`src/rtl/stage_tl.sv`:
```
`default_nettype none
// ============================================================================
// Module      : stage_tl
// Description : EX-to-cache pipeline register with a fully-associative DTLB
//               lookup/refill and an ITLB write strobe toward fetch.
// Revision    : 1.0 - initial release
// ============================================================================
module stage_tl #(
    parameter int ENTRIES   = 4,
    parameter int PAGE_BITS = 12,
    parameter int THREAD_W  = 2
) (
    input  logic                    clk,
    input  logic                    rst,
    input  logic [THREAD_W-1:0]     ex_thread,
    input  logic                    ex_isvalid,
    input  logic                    ex_itlb_miss,
    input  logic [31:0]             ex_pc,
    input  logic [31:0]             ex_data,
    input  logic [31:0]             ex_mul,
    input  logic [31:0]             ex_r2,
    input  logic [4:0]              ex_dst,
    input  logic                    ex_flag_mem,
    input  logic                    ex_flag_store,
    input  logic                    ex_flag_isbyte,
    input  logic                    ex_flag_mul,
    input  logic                    ex_flag_reg,
    input  logic                    ex_flag_jump,
    input  logic                    ex_flag_branch,
    input  logic                    ex_flag_iret,
    input  logic [1:0]              ex_flag_tlbwrite,
    input  logic                    vm_en,
    input  logic                    dc_stall,
    output logic                    tl_stall,
    output logic [THREAD_W-1:0]     dc_thread,
    output logic                    dc_isvalid,
    output logic                    dc_itlb_miss,
    output logic [31:0]             dc_pc,
    output logic [31:0]             dc_data,
    output logic [31:0]             dc_mul,
    output logic [31:0]             dc_r2,
    output logic [4:0]              dc_dst,
    output logic                    dc_flag_mem,
    output logic                    dc_flag_store,
    output logic                    dc_flag_isbyte,
    output logic                    dc_flag_mul,
    output logic                    dc_flag_reg,
    output logic                    dc_flag_jump,
    output logic                    dc_flag_branch,
    output logic                    dc_flag_iret,
    output logic [1:0]              dc_flag_tlbwrite,
    output logic [31:0]             dc_addr,
    output logic                    dc_dtlb_miss,
    output logic                    itlb_wr_en,
    output logic [31-PAGE_BITS:0]   itlb_wr_vpn,
    output logic [31-PAGE_BITS:0]   itlb_wr_ppn
);

    localparam int VPN_W = 32 - PAGE_BITS;
    localparam int IDX_W = $clog2(ENTRIES);

    localparam logic [1:0] c_tlbw_itlb = 2'd1;
    localparam logic [1:0] c_tlbw_dtlb = 2'd2;

    logic [ENTRIES-1:0] r_valid;
    logic [VPN_W-1:0]   r_vpn [ENTRIES];
    logic [VPN_W-1:0]   r_ppn [ENTRIES];
    logic [IDX_W-1:0]   r_ptr;

    logic [VPN_W-1:0]   w_vpn;
    logic [VPN_W-1:0]   w_new_ppn;
    logic               w_hit;
    logic [IDX_W-1:0]   w_hit_idx;
    logic [VPN_W-1:0]   w_hit_ppn;
    logic               w_accept;
    logic               w_tlbw_ok;
    logic               w_dtlb_wr;
    logic               w_itlb_wr;
    logic [IDX_W-1:0]   w_wr_idx;
    logic               w_dtlb_miss;
    logic [31:0]        w_addr;

    assign tl_stall  = dc_stall;
    assign w_accept  = !dc_stall;
    assign w_vpn     = ex_data[31:PAGE_BITS];
    assign w_new_ppn = ex_r2[VPN_W-1:0];

    // CAM search; refills never create duplicate VPNs, so at most one hit
    always_comb begin
        w_hit     = 1'b0;
        w_hit_idx = '0;
        w_hit_ppn = '0;
        for (int i = 0; i < ENTRIES; i++) begin
            if (r_valid[i] && (r_vpn[i] == w_vpn)) begin
                w_hit     = 1'b1;
                w_hit_idx = IDX_W'(i);
                w_hit_ppn = r_ppn[i];
            end
        end
    end

    assign w_tlbw_ok   = w_accept & ex_isvalid & !ex_itlb_miss;
    assign w_dtlb_wr   = w_tlbw_ok & (ex_flag_tlbwrite == c_tlbw_dtlb);
    assign w_itlb_wr   = w_tlbw_ok & (ex_flag_tlbwrite == c_tlbw_itlb);
    assign w_wr_idx    = w_hit ? w_hit_idx : r_ptr;
    assign w_dtlb_miss = ex_isvalid & !ex_itlb_miss & ex_flag_mem & vm_en & !w_hit;
    assign w_addr      = (ex_flag_mem && vm_en && w_hit) ?
                         {w_hit_ppn, ex_data[PAGE_BITS-1:0]} : ex_data;

    always_ff @(posedge clk) begin
        if (rst) begin
            dc_thread        <= '0;
            dc_isvalid       <= 1'b0;
            dc_itlb_miss     <= 1'b0;
            dc_pc            <= '0;
            dc_data          <= '0;
            dc_mul           <= '0;
            dc_r2            <= '0;
            dc_dst           <= '0;
            dc_flag_mem      <= 1'b0;
            dc_flag_store    <= 1'b0;
            dc_flag_isbyte   <= 1'b0;
            dc_flag_mul      <= 1'b0;
            dc_flag_reg      <= 1'b0;
            dc_flag_jump     <= 1'b0;
            dc_flag_branch   <= 1'b0;
            dc_flag_iret     <= 1'b0;
            dc_flag_tlbwrite <= '0;
            dc_addr          <= '0;
            dc_dtlb_miss     <= 1'b0;
            itlb_wr_en       <= 1'b0;
            itlb_wr_vpn      <= '0;
            itlb_wr_ppn      <= '0;
            r_valid          <= '0;
            r_ptr            <= '0;
            for (int i = 0; i < ENTRIES; i++) begin
                r_vpn[i] <= '0;
                r_ppn[i] <= '0;
            end
        end else begin
            itlb_wr_en <= w_itlb_wr;
            if (w_itlb_wr) begin
                itlb_wr_vpn <= w_vpn;
                itlb_wr_ppn <= w_new_ppn;
            end
            if (w_dtlb_wr) begin
                r_valid[w_wr_idx] <= 1'b1;
                r_vpn[w_wr_idx]   <= w_vpn;
                r_ppn[w_wr_idx]   <= w_new_ppn;
                if (!w_hit) begin
                    r_ptr <= r_ptr + 1'b1;
                end
            end
            if (w_accept) begin
                dc_thread        <= ex_thread;
                dc_isvalid       <= ex_isvalid;
                dc_itlb_miss     <= ex_itlb_miss;
                dc_pc            <= ex_pc;
                dc_data          <= ex_data;
                dc_mul           <= ex_mul;
                dc_r2            <= ex_r2;
                dc_dst           <= ex_dst;
                // A faulting instruction must not write memory or registers
                dc_flag_mem      <= ex_flag_mem & !ex_itlb_miss;
                dc_flag_store    <= ex_flag_store & !ex_itlb_miss & !w_dtlb_miss;
                dc_flag_reg      <= ex_flag_reg & !ex_itlb_miss & !w_dtlb_miss;
                dc_flag_isbyte   <= ex_flag_isbyte;
                dc_flag_mul      <= ex_flag_mul;
                dc_flag_jump     <= ex_flag_jump;
                dc_flag_branch   <= ex_flag_branch;
                dc_flag_iret     <= ex_flag_iret;
                dc_flag_tlbwrite <= ex_flag_tlbwrite;
                dc_addr          <= w_addr;
                dc_dtlb_miss     <= w_dtlb_miss;
            end
        end
    end

endmodule
`default_nettype wire

```
`config.mk`:
```
export PLATFORM = sky130hd
export DESIGN_NAME = stage_tl
export DESIGN_NICKNAME = d
export VERILOG_FILES = /design/src/rtl/stage_tl.sv
export SDC_FILE = /design/constraint.sdc
export NUM_CORES = 1
export LEC_CHECK = 0
export CORE_ASPECT_RATIO = 0.7
export CORE_MARGIN = 8
export CORE_UTILIZATION = 45
export DETAILED_ROUTE_END_ITERATION = 8
export DONT_BUFFER_PORTS = 1
export PLACE_DENSITY_LB_ADDON = 0.1
export SYNTH_ARGS = -nofsm -noshare
export SYNTH_HDL_FRONTEND = slang
export SYNTH_SLANG_ARGS = --single-unit
```
`constraint.sdc`:
```
create_clock -name clk -period 7.7 [get_ports clk]
set_input_delay 1.925 -clock clk [delete_from_list [all_inputs] [get_ports clk]]
set_output_delay 1.925 -clock clk [all_outputs]
set_load 0.05 [all_outputs]
```
# Word level (Yosys, flattened, before mapping)

Memories as Yosys holds them, arrays and structs flattened.
Cells that the tools add are included.

Equality and inequality tests: 6
Add/sub/neg operators: 1
Reduce and logical (&&, ||, !) cells: 14
$lt $le $gt $ge: 2
Mux-type cells: 26
Bitwise logic cells: 15

Operators by type and width:

| operator                                                           | number |
|---|---|
| 2-to-1 mux 20 bit                                                  | 6 |
| == test 20 bit                                                     | 4 |
| OR reduction 20 bit                                                | 2 |
| 2-to-1 mux 32 bit                                                  | 1 |
| AND 1 bit                                                          | 13 |
| 2-to-1 mux 1 bit                                                   | 13 |
| 2-to-1 mux 2 bit                                                   | 5 |
| logical AND 1 bit                                                  | 7 |
| logical NOT 1 bit                                                  | 4 |
| bitwise OR 4 bit                                                   | 1 |
| less-than comparator 2 x 3 -> 1 bit (second input constant)        | 1 |
| adder 2 x 1 -> 2 bit (second input constant)                       | 1 |
| demux 1 bit (select 2 bit)                                         | 1 |
| == test 2 x 1 -> 1 bit (second input constant)                     | 1 |
| == test 2 bit (second input constant)                              | 1 |
| greater-or-equal comparator 2 x 1 -> 1 bit (second input constant) | 1 |
| AND reduction 2 bit                                                | 1 |
| inverter 1 bit                                                     | 1 |

Input port bits: 151
Logic and storage cells: 90
Flip-flop bits (word level): 227
Output and inout bits: 222
Memories: 2
Memory bits (writable): 160

Memory list:

| name  | words | bits a word | rd ports | clocked after memory_dff | write ports | RTL line | source |
|---|---|---|---|---|---|---|---|
| r_ppn | 4     | 20          | 4        | 0                        | 4           | 67       | `logic [VPN_W-1:0] r_ppn [ENTRIES];` |
| r_vpn | 4     | 20          | 4        | 0                        | 4           | 66       | `logic [VPN_W-1:0] r_vpn [ENTRIES];` |

# Longest topological paths before layout

Gate-level depths: netlist of the first run.
An unclocked memory read counts as a cell.

Word-level depth: 13
Gate-level depth with buffers: 9
Gate-level depth less buffers: 6

# Least setup slack after synthesis of the first run

Ideal clock, no wire load.

Kind: in2reg
Start point: input ex_data[14]
End point: memory r_ppn[1][0] (netlist bit) (enable)
Path slack: 0.798 ns
Path buffers: 2
Data arrival time: 6.409 ns
Stages on the path: 8
Library setup time: 0.493 ns
Required time: 7.207 ns
Cell sequence: clkbuf_1 xor2_1 nor4_1 and4_1 clkbuf_1 nand2_1 a211o_1 o21ai_0

RTL lines:

| item            | RTL line | source |
|---|---|---|
| start, declared | 19       | `input logic [31:0] ex_data,` |
| end, declared   | 67       |  |

==> results of run 1 <==
[per-layer routing]
metal,track usage,up-vias
met3,0.0753,51
met5,0,-
met4,0.0406,0
li1,-,5271
met2,0.366,540
met1,0.317,5567
[power breakdown]
part           internal, mW  leakage [nW]  switching [mW]
Sequential             2.15          3.40           0.251
Clock                  1.01         0.586           0.770
Combinational        0.0852          2.60           0.118
[cell type report]
class	instances	area, sq um
clock buffer	58	1130
clock inverter	9	53.8
inverter	62	233
tap	480	601
fill	3317	18200
sequential	375	9110
multi-input combinational	981	6130
timing repair buffer	18	135
[worst max-delay path by stage]
stage	from	depth (start not counted)	endpoint	slack, ps
after global routing	ex_data[19]	9	r_ppn[1][19]	2640
after CTS	ex_data[19]	9	r_ppn[1][19]	2890
after global placement	ex_data[19]	9	r_ppn[1][19]	2390
after floorplan	ex_data[14]	8	r_ppn[1][0]	800
after detailed placement	ex_data[19]	9	r_ppn[1][19]	2350
final	ex_data[19]	9	r_ppn[1][19]	2860
[kinds of logic after synthesis]
kind of cell,Yosys count,synth area share
buffers and inverters,207,0.0571
AOI/OAI and AO/OA,177,0.0763
and+or+nand+nor,598,0.179
muxes,126,0.0785
DFF,375,0.566
xor gates and xnor gates,80,0.0435
[cell usage after synthesis (all sizes together) (2+ instances only)]
| master | number |
|---|---|
| a2111oi | 19 |
| a21oi | 60 |
| a31oi | 41 |
| and2 | 41 |
| and3 | 21 |
| and4 | 2 |
| and4b | 2 |
| buf | 52 |
| clkbuf | 93 |
| dfxtp | 215 |
| edfxtp | 160 |
| inv | 61 |
| mux2 | 2 |
| mux2i | 124 |
| nand2 | 167 |
| nand2b | 19 |
| nand3 | 12 |
| nand3b | 22 |
| nand4 | 12 |
| nand4b | 2 |
| nor2 | 170 |
| nor2b | 4 |
| nor3 | 85 |
| nor4 | 20 |
| nor4b | 5 |
| o21ai | 3 |
| o22ai | 4 |
| o2bb2ai | 2 |
| o311ai | 19 |
| o41ai | 20 |
| or2 | 4 |
| or4 | 4 |
| xnor2 | 28 |
| xor2 | 52 |
[stage by stage]
step,utilization,instances
2_1_floorplan,-,1563
3_3_place_gp,0.456,1916
5_1_grt,0.489,1983
6_report,0.489,1983
4_1_cts,0.489,1983
3_5_place_dp,0.456,1916
[critical path, cell delays in order]
cell     delay [ps]
xnor2_1         230
nand4_1         180
nor4_2          380
buf_4           350
and2_1          710
a211o_1         180
buf_4           440
o21ai_4         360
buf_4           320
==> summary.md, run 1 <==
| Metric | Value |
|---|---|
| Post-route cell area | `17,400 sq um` |
| Worst hold path startpoint | `r_valid[2]` |
| Drt first pass iters | `5` |
| Cell Rows | `58` |
| Tot GR Track Use | `0.233` |
| Core area | `35,600 sq um` |
| Worst hold path type | `reg -> reg` |
| Synth Area per Inst | `10.3 sq um` |
| Status | `finished clean` |
| Clock sink total | `375` |
| Cell area after synthesis | `16,100 sq um` |
| Initial antenna violation count | `0` |
| Worst Path Required | `7980 ps` |
| WS Path Type | `in -> reg` |
| WHS Path Cells | `1` |
| Post-Syn Nets | `1,714` |
| Postcts setup bufs | `0` |
| Die X-Extent | `242 um` |
| Inserted Diodes | `0` |
| Worst hold slack | `496 ps` |
| R2r worst-path depth | `7` |
| Startpoint Class | `input port` |
| Via count | `11,429` |
| Peak supply drop | `0.000160 V` |
| Post-synth cell types | `59` |
| Wire length on met3 | `5440 um` |
| Post_cts resized | `0` |
| Clk_lat worst skew | `540 ps` |
| Final Hold Viols | `0` |
| Arrival time worst endpoint | `5120 ps` |
| Setup Skew | `26.4 ps` |
| Post-place setup slack | `2350 ps` |
| H-tree depth | `2` |
| RSZ-0062 raised after global routing | `false` |
| ANT nets after route | `0` |
| Detailed-route wire length per cell | `26.1 um` |
| Die height | `174 um` |
| Clock-pin slew of the registers on the worst-case setup and hold paths | `60 ps` |
| Register area share after synthesis | `0.566` |
| First-pass GRT wire length | `75,700 um` |
| Final worst slack | `2860 ps` |
| FF-to-FF End | `r_vpn[2][10]` |
| Initial drt markers | `1,260` |
| Flop2flop setup slack | `3830 ps` |
| Slew Limit Fails | `0` |
| DP Area | `16,200 sq um` |
| Die area | `42,200 sq um` |
| Setup crit end kind | `flip-flop` |
| Power per standard cell area | `253 nW/um^2` |
| Max Clk Rate | `0.207 GHz` |
| Vias in the first global route | `10,805` |
| GRT overflow | `0` |
| Number of synthesized flops with an enable pin | `160` |
| Via/cell ratio | `5.76` |
| Largest net degree at the start of global routing | `217` |
| DPL Wire Length | `36,300 um` |
| Reg-to-reg startpoint | `r_vpn[3][11]` |
| Initial Util | `0.453` |
| DR top layer | `met4` |
| Ys flop type | `dfxtp_1` |
| Synthesized instance count | `1,563` |
| Port bufs | `0` |
| Commonest cells after routing, fill and taps aside | `215 x dfxtp_1, 170 x nor2_1, 166 x nand2_1, 160 x edfxtp_1, 124 x mux2i_1` |
| Commonest non-fill, non-tap cell in the layout | `dfxtp_1` |
| Top Ports | `373` |
| DR WL met2 | `23,600 um` |
| CTS tree | `yes` |
| GPL Wtd Cong | `0.907` |
| M1 WL | `22,100 um` |
| Final nets | `1,627` |
| Ratio of cells with drive above 1 in the final layout | `0.0605` |
| Worst Hold Path EP | `r_valid[2]` |
| Drc violations | `0` |
| Slew at the pin closest to its max-slew limit | `1060 ps` |
| Post-route minimum period | `4840 ps` |
| Number of CTS-inserted buffers | `38` |
| Async S/R FF share, synth | `0` |
| Routed wire length | `51,800 um` |
| Clock Tree Buf Depth | `3` |
| Layout Area Growth over Synthesis | `8.04%` |
| Lkg Pwr | `6.59 nW` |
| Overall power | `4.39 mW` |
| Warnings from Yosys | `0` |
| Biggest regs | `r_ppn: 80 flops, r_vpn: 80 flops` |
| CTS Hold Bufs | `0` |
| Clk root buf | `clkbuf_16` |
| Max Cap Viol | `0` |
| Total negative setup slack | `0 ps` |
| Post-synth top area cell | `edfxtp_1` |
| #FFs+latches synth | `375` |
| Slew headroom | `0.290` |
| Yosys top cell area share | `0.298` |
| Critical-path maximum fanout | `42` |
| Final number of setup-violating endpoints | `0` |
| Crit share post-route | `0.628` |
| Top cells by area, synth | `edfxtp_1 30%, dfxtp_1 27%, mux2i_1 7.7%` |
(Power assumes the default switching activity.)
==> run 2: changes to the inputs <==
==> constraint.sdc (replaced) <==
create_clock -name clk -period 4.7 [get_ports clk]
set_input_delay 1.175 -clock clk [delete_from_list [all_inputs] [get_ports clk]]
set_output_delay 1.175 -clock clk [all_outputs]
set_load 0.05 [all_outputs]
==> run 2 against run 1 <==
  * Critical path depth decreased by 2
  * Setup slack worse by 1600 ps
  * Cell area rose by 1.1%
  * First-iteration DRC count fell by 19%
  * Register-to-register slack lost 2300 ps
  * Critical endpoint is now r_vpn[0][12]
  * Largest power group unchanged
  * Highest routed layer unchanged
==> summary.md, run 2 (synthesis gave the netlist of run 1 again) <==
| Metric | Value |
|---|---|
| Status | `finished clean` |
| Peak supply drop | `0.000286 V (+78%)` |
| Slew Limit Fails | `0 (unchanged)` |
| CP startpoint | `ex_data[23]` |
| Initial drt markers | `1,015 (-19%)` |
| GR Util met2 | `0.352 (-0.0142)` |
| Port bufs | `0 (unchanged)` |
| Ratio of cells with drive above 1 in the final layout | `0.0694 (+0.00885)` |
| Met1 Resource Use GR | `0.305 (-0.0120)` |
| Drt first pass iters | `5 (unchanged)` |
| Crit share post-route | `0.729` |
| Commonest non-fill, non-tap cell in the layout | `dfxtp_1` |
| Net switching power | `1.85 mW (+62%)` |
| Routed wire length | `49,600 um (-4.2%)` |
| # placed instances | `1,923 (+0.37%)` |
| WS Path Type | `in -> reg` |
| Global route hottest layer | `met2` |
| Post-place setup slack | `735 ps (-1620 ps)` |
| GPL Wtd Cong | `0.895 (-1.3%)` |
| Sw Ratio | `0.253 (-0.00667)` |
| Number of CTS-inserted buffers | `38 (unchanged)` |
| Clk_lat worst skew | `530 ps (about the same)` |
| First-pass GRT wire length | `73,400 um (-3.0%)` |
| Largest net degree at the start of global routing | `217 (unchanged)` |
| GRT met3 Usage | `0.0647 (-0.0106)` |
| Final nets | `1,634 (+0.43%)` |
| Startpoint Class | `input port` |
| Commonest cells after routing, fill and taps aside | `215 x dfxtp_1, 170 x nor2_1, 166 x nand2_1, 160 x edfxtp_1, 124 x mux2i_1` |
| CTS Hold Bufs | `0 (unchanged)` |
| ANT nets after route | `0 (unchanged)` |
| Post-route minimum period | `3420 ps` |
| Tot GR Track Use | `0.224 (-0.00958)` |
| Worst hold slack | `469 ps (-27.4 ps)` |
| Power per standard cell area | `417 nW/um^2 (+65%)` |
| Internal power | `5.47 mW (+68%)` |
| Die X-Extent | `242 um (unchanged)` |
| Initial Util | `0.453 (unchanged)` |
| GRT overflow | `0 (unchanged)` |
| Die height | `174 um (unchanged)` |
| DPL Wire Length | `34,800 um (-4.2%)` |
| Lkg Pwr | `6.69 nW (+1.5%)` |
| Via/cell ratio | `5.74 (-0.35%)` |
| Final number of setup-violating endpoints | `0 (unchanged)` |
| Inserted Diodes | `0 (unchanged)` |
| Total negative setup slack | `0 ps (unchanged)` |
| Max Clk Rate | `0.292 GHz` |
| Clk root buf | `clkbuf_16` |
| Worst hold path startpoint | `r_valid[2]` |
| Register share of total power | `0.537 (-0.011)` |
| Critical-path maximum fanout | `40 (-4.8%)` |
| Die area | `42,200 sq um (unchanged)` |
| Part of the power in combinational logic | `0.045 (about the same)` |
| Drc violations | `0 (unchanged)` |
| Cell Rows | `58 (unchanged)` |
| Arrival time worst endpoint | `3640 ps (-1480 ps)` |
| H-tree depth | `2 (unchanged)` |
| Layout Cells excl Fill | `1,993 (+0.50%)` |
| Final worst slack | `1280 ps (-1590 ps)` |
| Postcts setup bufs | `0 (unchanged)` |
| Layout Area Growth over Synthesis | `9.20%` |
| Top Ports | `373 (unchanged)` |
| Initial antenna violation count | `0 (unchanged)` |
| Final Hold Viols | `0 (unchanged)` |
| RSZ-0062 raised after global routing | `false` |
| Clock-pin slew of the registers on the worst-case setup and hold paths | `70 ps (about the same)` |
| Setup crit end kind | `flip-flop` |
| Via count | `11,447 (+0.16%)` |
| Clock Tree Buf Depth | `3 (unchanged)` |
| Reg-to-reg startpoint | `r_vpn[3][11]` |
| Max Cap Viol | `0 (unchanged)` |
| Clock sink total | `375 (unchanged)` |
| Power share of the clock group | `0.418 (+0.012)` |
| CTS tree | `yes` |
| Vias in the first global route | `10,622 (-1.7%)` |
| Slew at the pin closest to its max-slew limit | `1080 ps (+17.2 ps)` |
| Overall power | `7.32 mW (+67%)` |
| Detailed-route wire length per cell | `24.9 um (-4.7%)` |
| Core area | `35,600 sq um (unchanged)` |
| Slew headroom | `0.274 (-0.0160)` |
| Worst Path Required | `4910 ps (-3070 ps)` |
| Worst hold path type | `reg -> reg` |
| Setup Skew | `13.2 ps (-13.2 ps)` |
| Post_cts resized | `0 (unchanged)` |
| Biggest regs | `r_ppn: 80 flops, r_vpn: 80 flops` |
## run 2: worst max-delay path, stage by stage
cell and delay [ps]:
xor2_1 140, or4_1 530, or4_1 590, or2_4 410
nand4_2 390, o21ai_4 60, buf_4 320
## run 2: final timing paths
check	endpoint	slack (ps)	cells after the start
worst min-delay path	r_valid[2]	470	1
worst min register to register	r_valid[2]	470	1
worst max-delay path	r_vpn[0][12]	1280	7
worst max register to register	r_vpn[0][12]	1500	7
## run 2: routing by layer
| metal | wire length, um | share of wire | up-vias |
|---|---|---|---|
| li1 | - | - | 5306 |
| met1 | 21400 | 0.43 | 5570 |
| met2 | 22600 | 0.46 | 512 |
| met3 | 4770 | 0.096 | 59 |
| met4 | 838 | 0.017 | 0 |
| met5 | 0 | 0 | - |
## run 2: cell type report
cell class | count | area (sq um)
fill | 3258 | 18000
timing repair buffer | 25 | 225
inverter | 62 | 233
clock inverter | 10 | 50.0
sequential | 375 | 9110
multi-input combinational | 981 | 6130
clock buffer | 60 | 1230
tap | 480 | 601
## run 2: power groups by stage
stage	clock network (mW)	logic, mW	registers, mW
after floorplan	0	0.359	3.94
after global placement	0	0.324	4.01
after detailed placement	0	0.329	4.01
after CTS	3.13	0.330	3.94
after global routing	3.25	0.365	3.95
final	3.06	0.330	3.93
## run 2: metrics by stage
step,instance area [sq um],utilization
finish,17600,0.494
global route,17600,0.494
CTS,17600,0.494
detailed placement,16300,0.458
global placement,16300,0.458
floorplan,16100,-
==> run 3: changes to the inputs <==
==> constraint.sdc (replaced) <==
create_clock -name clk -period 2.8 [get_ports clk]
set_input_delay 0.7 -clock clk [delete_from_list [all_inputs] [get_ports clk]]
set_output_delay 0.7 -clock clk [all_outputs]
set_load 0.05 [all_outputs]
==> run 3 against run 2 <==
  * Die area stayed put
  * Largest power group unchanged
  * Flip-flop and latch count stayed put
  * First-iteration DRC count is 9.5% higher
  * Cell count is 2.9% higher
  * Critical path depth is 1 higher
==> summary.md, run 3 (synthesis gave the netlist of run 1 again) <==
| Metric | Value |
|---|---|
| Status | `finished clean` |
| Total negative setup slack | `0 ps (unchanged)` |
| Clk_lat worst skew | `550 ps (+20 ps)` |
| Initial Util | `0.453 (unchanged)` |
| Vias in the first global route | `10,662 (+0.38%)` |
| Peak supply drop | `0.000347 V (+21%)` |
| Layout Area Growth over Synthesis | `13.3%` |
| Lkg Pwr | `7.07 nW (+5.8%)` |
| Routed wire length | `52,600 um (+5.9%)` |
| R2r worst-path depth | `8 (+1)` |
| Die X-Extent | `242 um (unchanged)` |
| Crit share post-route | `1.00` |
| Critical-path maximum fanout | `7 (-83%)` |
| Postcts setup bufs | `0 (unchanged)` |
| Worst Setup EP | `dc_addr[17]` |
| Startpoint Class | `flip-flop` |
| Via count | `11,634 (+1.6%)` |
| Tot GR Track Use | `0.238 (+0.0140)` |
| Detailed-route wire length per cell | `25.6 um (+3.0%)` |
| Cell Rows | `58 (unchanged)` |
| Max incr delay on CP | `850 ps (+260 ps)` |
| CP startpoint | `r_vpn[1][5]` |
| GPL Wtd Cong | `0.868 (-3.1%)` |
| Core area | `35,600 sq um (unchanged)` |
| Setup crit end kind | `flip-flop` |
| Final nets | `1,688 (+3.3%)` |
| Crit-path cells | `xor2_1 > nor3_1 > nand4_1 > o22ai_2 > buf_12 > buf_4 > o41ai_1 > a31oi_1` |
| Post-place setup slack | `-277 ps (-1010 ps)` |
| FILL cells | `3,203 (-1.7%)` |
| Worst hold path startpoint | `rst` |
| WS Path Type | `reg -> reg` |
| Post-route cell area | `18,200 sq um (+3.7%)` |
| Met1 Resource Use GR | `0.315 (+0.0106)` |
| GRT met3 Usage | `0.0923 (+0.0276)` |
| Commonest cells after routing, fill and taps aside | `215 x dfxtp_1, 170 x nor2_1, 164 x nand2_1, 160 x edfxtp_1, 124 x mux2i_1` |
| Initial antenna violation count | `2 (+2)` |
| First-pass GRT wire length | `76,300 um (+3.9%)` |
| Die area | `42,200 sq um (unchanged)` |
| Clock Tree Buf Depth | `3 (unchanged)` |
| Drc violations | `0 (unchanged)` |
| Die height | `174 um (unchanged)` |
| Clock sink total | `375 (unchanged)` |
| Flop2flop setup slack | `0.9 ps (-1500 ps)` |
| Slew at the pin closest to its max-slew limit | `976 ps (-102 ps)` |
| Ratio of cells with drive above 1 in the final layout | `0.106 (+0.0365)` |
| Final worst slack | `0.855 ps (-1280 ps)` |
| Slew headroom | `0.341 (+0.0661)` |
| Biggest regs | `r_ppn: 80 flops, r_vpn: 80 flops` |
| DPL Wire Length | `38,500 um (+11%)` |
| Commonest non-fill, non-tap cell in the layout | `dfxtp_1` |
| Top Ports | `373 (unchanged)` |
| Reg-to-reg startpoint | `r_vpn[1][5]` |
| Buf+Inv Stages, Crit Path | `2 (+1)` |
| Setup Skew | `24.8 ps (+11.6 ps)` |
| Layout Cells excl Fill | `2,050 (+2.9%)` |
| Worst Path Required | `3170 ps (-1740 ps)` |
| Reg area | `9110 sq um (unchanged)` |
| Arrival time worst endpoint | `3170 ps (-470 ps)` |
| Slew Limit Fails | `0 (unchanged)` |
| Global route hottest layer | `met2` |
| CP delay by family, top | `compound AO/OA/AOI/OAI gates` |
| Clk root buf | `clkbuf_16` |
| Critical path's slowest cell | `o41ai_1` |
| Final number of setup-violating endpoints | `0 (unchanged)` |
| Worst hold path type | `in -> reg` |
| Clock-pin slew of the registers on the worst-case setup and hold paths | `60 ps (about the same)` |
| FF-to-FF End | `dc_addr[17]` |
| DP Area | `16,900 sq um (+3.8%)` |
| ANT nets after route | `0 (unchanged)` |
| Worst path depth | `8 (+1)` |
| Area of the multi-input gates | `6190 sq um (+0.98%)` |
| Final Hold Viols | `0 (unchanged)` |
| Via/cell ratio | `5.68 (-1.2%)` |
| RSZ-0062 raised after global routing | `false` |
| Initial drt markers | `1,111 (+9.5%)` |
| H-tree depth | `2 (unchanged)` |
| Port bufs | `0 (unchanged)` |
| CTS tree | `yes` |
| Number of CTS-inserted buffers | `39 (+2.6%)` |
| GRT overflow | `0 (unchanged)` |
| Drt first pass iters | `7 (+2)` |
| GR Util met2 | `0.349 (-0.00364)` |
| Power per standard cell area | `682 nW/um^2 (+64%)` |
| Max Cap Viol | `0 (unchanged)` |
| # placed instances | `1,976 (+2.8%)` |
| Max Clk Rate | `0.357 GHz` |
| Largest net degree at the start of global routing | `217 (unchanged)` |
| Post-route minimum period | `2800 ps` |
==> run 3: worst register-to-register path, cell delays in order (launching register included) <==
cell and delay [ps]:
edfxtp_1 380, xor2_1 390, nor3_1 130, nand4_1 290, o22ai_2 200, buf_12 180
buf_4 150, o41ai_1 850, a31oi_1 80
==> run 3: how the worst min path moves through the flow <==
stage | endpoint | slack (ps) | cells past startpoint
after detailed placement | r_valid[2] | 450 | 1
after global placement | r_valid[2] | 450 | 1
after CTS | itlb_wr_vpn[15] | 210 | 1
after global routing | itlb_wr_vpn[13] | 220 | 1
after floorplan | r_valid[2] | 430 | 1
final | itlb_wr_vpn[6] | 240 | 1
==> run 3: timing repair <==
action	in CTS	in global routing
resized for setup	0	4
setup endpoints to repair	0	86
hold buffers	0	0
==> run 3: where the power goes <==
| group | switching [mW] | leakage, nW | internal [mW] |
|---|---|---|---|
| Clock | 2.18 | 0.645 | 3.00 |
| Sequential | 0.612 | 3.40 | 5.92 |
| Combinational | 0.419 | 3.03 | 0.289 |
==> run 3: final cells by class <==
type	count	area share
sequential	375	0.500
multi-input combinational	981	0.340
clock buffer	54	0.0634
timing repair buffer	78	0.0440
tap	480	0.0329
inverter	62	0.0128
clock inverter	18	0.00741
antenna	2	0.000275
==> run 3: through the flow <==
step,hold WS [ps],util,total power [mW]
floorplan,433,-,7.23
global placement,448,0.476,7.34
detailed placement,453,0.476,7.36
CTS,213,0.512,12.5
global route,219,0.513,12.8
finish,243,0.513,12.4
==> run 3: layer usage <==
metal	vias up	share of wire
li1	5416	-
met1	5615	0.42
met2	514	0.43
met3	89	0.11
met4	0	0.032
met5	-	0
